`src/rtl/mem_port_arbiter_pkg.sv`:
```
// Shared definitions for the memory port arbiter: owner-state encoding and
// default port widths.
package mem_port_arbiter_pkg;

    localparam int DEF_ADDR_W = 16;
    localparam int DEF_DATA_W = 16;

    // Owner of the memory port in the previous cycle.
    typedef enum logic [1:0] {
        IDLE   = 2'd0,
        DGRANT = 2'd1,
        FGRANT = 2'd2,
        LOCK   = 2'd3
    } arb_state_t;

endpackage

```
`src/rtl/mem_port_arbiter_starve_counter.sv`:
```
// Fetch starvation counter: counts data grants taken while fetch is waiting
// and raises trip when fetch must be let through.
module arb_starve_counter
    import mem_port_arbiter_pkg::*;
#(
    parameter int STARVE_MAX = 4
) (
    input  logic clk,
    input  logic reset,
    input  logic f_req,
    input  logic f_gnt,
    input  logic d_gnt,
    input  logic in_lock,
    output logic trip
);

    localparam int CNT_W = 4;

    logic [CNT_W-1:0] cnt;

    // Count data grants while fetch waits; any fetch grant or a dropped fetch
    // request starts the count over. Saturates so a long lock cannot wrap it.
    always_ff @(posedge clk or posedge reset) begin
        if (reset) begin
            cnt <= '0;
        end else if (!f_req || f_gnt) begin
            cnt <= '0;
        end else if (d_gnt && (cnt != '1)) begin
            cnt <= cnt + 1'b1;
        end
    end

    // A locked sequence is never interrupted, so the trip is masked in LOCK.
    assign trip = (cnt == CNT_W'(STARVE_MAX)) && !in_lock;

endmodule

```
`src/rtl/mem_port_arbiter.sv`:
```
// Single-port memory arbiter between an instruction-fetch requester and a
// data requester. Data has priority; a locked data sequence owns the port.
// Optional feature macro: MEM_ARB_STARVE_GUARD_EN -- when defined, fetch is
// granted over data after STARVE_MAX consecutive data grants while it waits.
module mem_port_arbiter
    import mem_port_arbiter_pkg::*;
#(
    parameter int ADDR_W     = DEF_ADDR_W,
    parameter int DATA_W     = DEF_DATA_W,
    parameter int STARVE_MAX = 4
) (
    input  logic              clk,
    input  logic              reset,
    input  logic              f_req,
    input  logic [ADDR_W-1:0] f_addr,
    output logic              f_gnt,
    output logic              f_rvalid,
    output logic [DATA_W-1:0] f_rdata,
    input  logic              d_req,
    input  logic              d_we,
    input  logic              d_lock,
    input  logic [ADDR_W-1:0] d_addr,
    input  logic [DATA_W-1:0] d_wdata,
    output logic              d_gnt,
    output logic              d_rvalid,
    output logic [DATA_W-1:0] d_rdata,
    output logic              stall,
    output logic              mem_en,
    output logic              mem_we,
    output logic [ADDR_W-1:0] mem_addr,
    output logic [DATA_W-1:0] mem_wdata,
    input  logic [DATA_W-1:0] mem_rdata
);

    arb_state_t state, state_nxt;
    logic       in_lock;
    logic       starve_trip;
    logic       f_win, d_win;
    logic       f_rd_q, d_rd_q;

    assign in_lock = (state == LOCK);

`ifdef MEM_ARB_STARVE_GUARD_EN
    arb_starve_counter #(
        .STARVE_MAX(STARVE_MAX)
    ) u_starve (
        .clk    (clk),
        .reset  (reset),
        .f_req  (f_req),
        .f_gnt  (f_gnt),
        .d_gnt  (d_gnt),
        .in_lock(in_lock),
        .trip   (starve_trip)
    );
`else
    // Strict data priority: STARVE_MAX is 1..15, so this is always 0 and the
    // parameter stays part of the interface for builds with the guard.
    assign starve_trip = (STARVE_MAX == 0);
`endif

    // Arbitration and owner-tracking next state; grants are masked in reset.
    always_comb begin
        f_win     = f_req && !in_lock && (!d_req || starve_trip);
        d_win     = d_req && !f_win;
        f_gnt     = f_win && !reset;
        d_gnt     = d_win && !reset;
        state_nxt = IDLE;
        if (d_gnt && d_lock) begin
            state_nxt = LOCK;
        end else if (d_gnt) begin
            state_nxt = DGRANT;
        end else if (f_gnt) begin
            state_nxt = FGRANT;
        end
    end

    // Owner state register.
    always_ff @(posedge clk or posedge reset) begin
        if (reset) begin
            state <= IDLE;
        end else begin
            state <= state_nxt;
        end
    end

    // Read-response tags: memory returns data one cycle after a read issues.
    always_ff @(posedge clk or posedge reset) begin
        if (reset) begin
            f_rd_q <= 1'b0;
            d_rd_q <= 1'b0;
        end else begin
            f_rd_q <= f_gnt;
            d_rd_q <= d_gnt && !d_we;
        end
    end

    assign f_rvalid  = f_rd_q;
    assign d_rvalid  = d_rd_q;
    assign f_rdata   = f_rd_q ? mem_rdata : '0;
    assign d_rdata   = d_rd_q ? mem_rdata : '0;

    assign stall     = d_req && !d_gnt;
    assign mem_en    = f_gnt || d_gnt;
    assign mem_we    = d_gnt && d_we;
    assign mem_addr  = d_gnt ? d_addr : (f_gnt ? f_addr : '0);
    assign mem_wdata = d_gnt ? d_wdata : '0;

endmodule

```
`config.mk`:
```
export PLATFORM = sky130hd
export DESIGN_NAME = mem_port_arbiter
export DESIGN_NICKNAME = d
export VERILOG_FILES = /design/src/rtl/mem_port_arbiter_pkg.sv /design/src/rtl/mem_port_arbiter_starve_counter.sv /design/src/rtl/mem_port_arbiter.sv
export SDC_FILE = /design/constraint.sdc
export NUM_CORES = 1
export LEC_CHECK = 0
export ABC_AREA = 1
export CORE_UTILIZATION = 19
export CTS_CLUSTER_DIAMETER = 150
export CTS_CLUSTER_SIZE = 14
export DETAILED_ROUTE_END_ITERATION = 12
export PLACE_DENSITY = 0.73
export SYNTH_ARGS = -nofsm -noshare
export SYNTH_HDL_FRONTEND = slang
export SYNTH_SLANG_ARGS = --single-unit
```
`constraint.sdc`:
```
create_clock -name clk -period 1.1 [get_ports clk]
set_input_delay 0.11 -clock clk [delete_from_list [all_inputs] [get_ports clk]]
set_output_delay 0.11 -clock clk [all_outputs]
set_load 0.02 [all_outputs]
```
==> impl_results.md <==
* Fillers at 339
* Startpoint of the worst register-to-register path: state[1]
* Post-synth top area share at 0.311
* Asr flop ratio synth at 1.00
* Detailed Route WL at 4.57 mm
* Dpl cells at 369
* Max-slew violations at 0
* RSZ-0062 raised after global routing: yes
* Vias at 1,645
* Yosys top cell by area: nand2_1
* Avg Vias per Cell at 4.30
* CP Class: reg -> out
* Vias in the first global route at 1,414
* CTS tree: yes
* Synth top cells by count: nand2_1 (69), inv_1 (52), nor2_1 (20)
* Final hold slack at 0.195 ns
* CP startpoint: state[1]
* Area contributors post-synth: nand2_1 (31%), inv_1 (23%), dfrtp_1 (12%)
* Top_reg_cell synth: dfrtp_1
* DR iter-0 viols at 21
* Worst path slowest cell: dfrtp_1
* Chip width at 68.2 um
* Post-synthesis cell type count at 14
* Synth warnings at 0
* Post-synthesis cell count at 175
* Crit. End Element: primary output
* Layout area overhead at 256%
* Max cap viols at 0
* Clock Skew at 0.00119 ns
* DP Wirelength at 3.06 mm
* Cell Count, Final, Fillers Out at 383
* Core ar. at 4120 sq um
* # rows at 23
* Crit path max fanout at 4
* Number of enable flip-flop cells after synthesis at 0
* Mean Syn Cell Area at 4.75 sq um
* Most frequent cell after synthesis: nand2_1
* Crit path cell chain: nand2_2 > buf_4 > nand4_1 > nand2_1 > buf_6
* Worst-margin pin slew at 0.248 ns
* Setup WS post-layout at -0.178 ns
* Total track usage at 0.160
* Final hold violations at 0
* Num Clock Sinks at 4
* Clock slew at reported path FFs at 0.03 ns
* Worst Setup EP: mem_addr[12]
* CTS root buf: clkbuf_8
* Initial DRT Pass Iterations at 4
* Area after DPL at 2390 sq um
* IO Port Bufs at 140
* PwrDens at 502 nW/um^2
* Clk_lat worst skew at 0.22 ns
* Hold crit path type: in -> reg
* Failing checks: negative setup slack
* Initial Utilization at 0.202
* GRT overflow at 0
* Sequential share of the synthesized area at 0.120
* Cell area after layout at 2960 sq um
* Num CTS Buffers at 3
* Maximum vdd drop at 0.422 mV
* First-pass GRT wire length at 5.67 mm
* Worst EP required at 0.99 ns
* Cell Area, Synth at 832 sq um
* Die area at 4650 sq um
* Leak pwr at 1.79 nW
* Total power at 1.49 mW
* Reg2Reg Setup Slack at 0.20 ns
* Post-DRT Antenna Nets at 0
* Top-Level Pins at 141
* Initial antenna violation count at 0
* Avg WL per Cell at 11.9 um
* Clock buffer depth at 2
* CP arrival at 1.17 ns
* Worst R2R Path Depth at 4
* Setup violations, final at 52
* Reg-to-reg critical path endpoint: f_rvalid
* Residual DRC at 0
* Worst setup SP type: flip-flop
* Yosys reg bits at 4
* Ratio of final minimum period to clock period at 1.16
* Die height at 68.2 um
* Min Tclk post-route at 1.28 ns
* F_max at 783 MHz
* Rel. slew slack at 0.834
* Outcome: complete, but fails checks
* Syn_nets at 245
* Ant diodes at 0
* Largest net degree at the start of global routing at 20
* Worst path max stage delay at 0.36 ns
* Final RePlAce weighted congestion at 0.686
* Net count, final at 404
* H-tree depth at 1
* Share of layout cells above drive strength 1 at 0.529
-- layer usage --
layer  vias up  part of all wire  global-route usage  routed length [um]
met5         -                 0                   0                   0
met4         0             0.011              0.0703                  51
met3         4             0.098              0.0533                 446
met2        91              0.50               0.303                2300
met1       733              0.39               0.154                1770
li1        817                 -                   -                   -
-- final cells by class --
cell class	instances	area, sq um	area share
Timing Repair Buffer	163	1780	0.601
Multi-Input combinational cell	108	761	0.257
Inverter	54	210	0.0710
Sequential cell	4	103	0.0346
Tap cell	50	62.6	0.0211
Clock buffer	4	45.0	0.0152
-- stage by stage --
stage / utilization / setup WS [ns] / setup TNS [ns]
after global routing: 0.720 / -0.219 / -6.86
after CTS: 0.573 / -0.156 / -2.77
final: 0.720 / -0.178 / -4.79
after global placement: 0.581 / -0.788 / -36.65
after detailed placement: 0.581 / -0.802 / -37.62
after floorplan: - / 0.00851 / 0
-- timing repair --
action,CTS,global route
endpoints found under the hold margin,0,2
setup buffers,3,0
setup endpoints to repair,72,69
pin swaps,15,31
resized for setup,356,179
gates cloned,2,5
hold buffers,0,1
-- registers in the layout (all words and copies together) (netlist names) --
signal    cells
d_rvalid      1
f_rvalid      1
state         2
-- report_power, final --
part           internal (mW)  switching (mW)  total (mW)  leakage, nW
Combinational          0.549           0.444       0.994         1.71
Sequential             0.156         0.00884       0.165       0.0498
Clock                  0.248          0.0801       0.328       0.0228
Total                  0.953           0.533        1.49         1.79
-- worst min-delay path by stage --
stage,start,end,slack [ns],cells after the start
after CTS,reset,f_rvalid,0.09,3
after global routing,d_req,state[0],0.23,3
after global placement,state[1],state[1],0.65,3
final,d_req,state[0],0.20,3
after detailed placement,state[0],state[1],0.65,3
after floorplan,reset,state[0],-0.12,1
-- critical path, delay by kind of cell, from the launching register on --
family	cells	cell delay, ns
buffers and inverters	2	0.27
flip-flops	1	0.36
AND/OR/NAND/NOR	3	0.32
-- cells by family (layout without fill, tap and decap cells) --
group | Yosys count | count (layout) | synth area share
flops | 4 | 4 | 0.120
compound gates | 1 | 1 | 0.00601
simple gates | 107 | 107 | 0.559
buf+inv | 63 | 221 | 0.314
-- cells in the final DEF (no fill, tap or decap), drive strengths merged --
master / Yosys / routed
nand2: 69 / 69
clkbuf: 3 / 9
nor2: 22 / 22
dlygate4sd2: 0 / 2
dlygate4sd3: 0 / 1
dfrtp: 4 / 4
nand4: 16 / 16
buf: 6 / 88
clkdlybuf4s50: 0 / 66
inv: 54 / 54
bufbuf: 0 / 1
o21ai: 1 / 1
(Power assumes the default switching activity.)
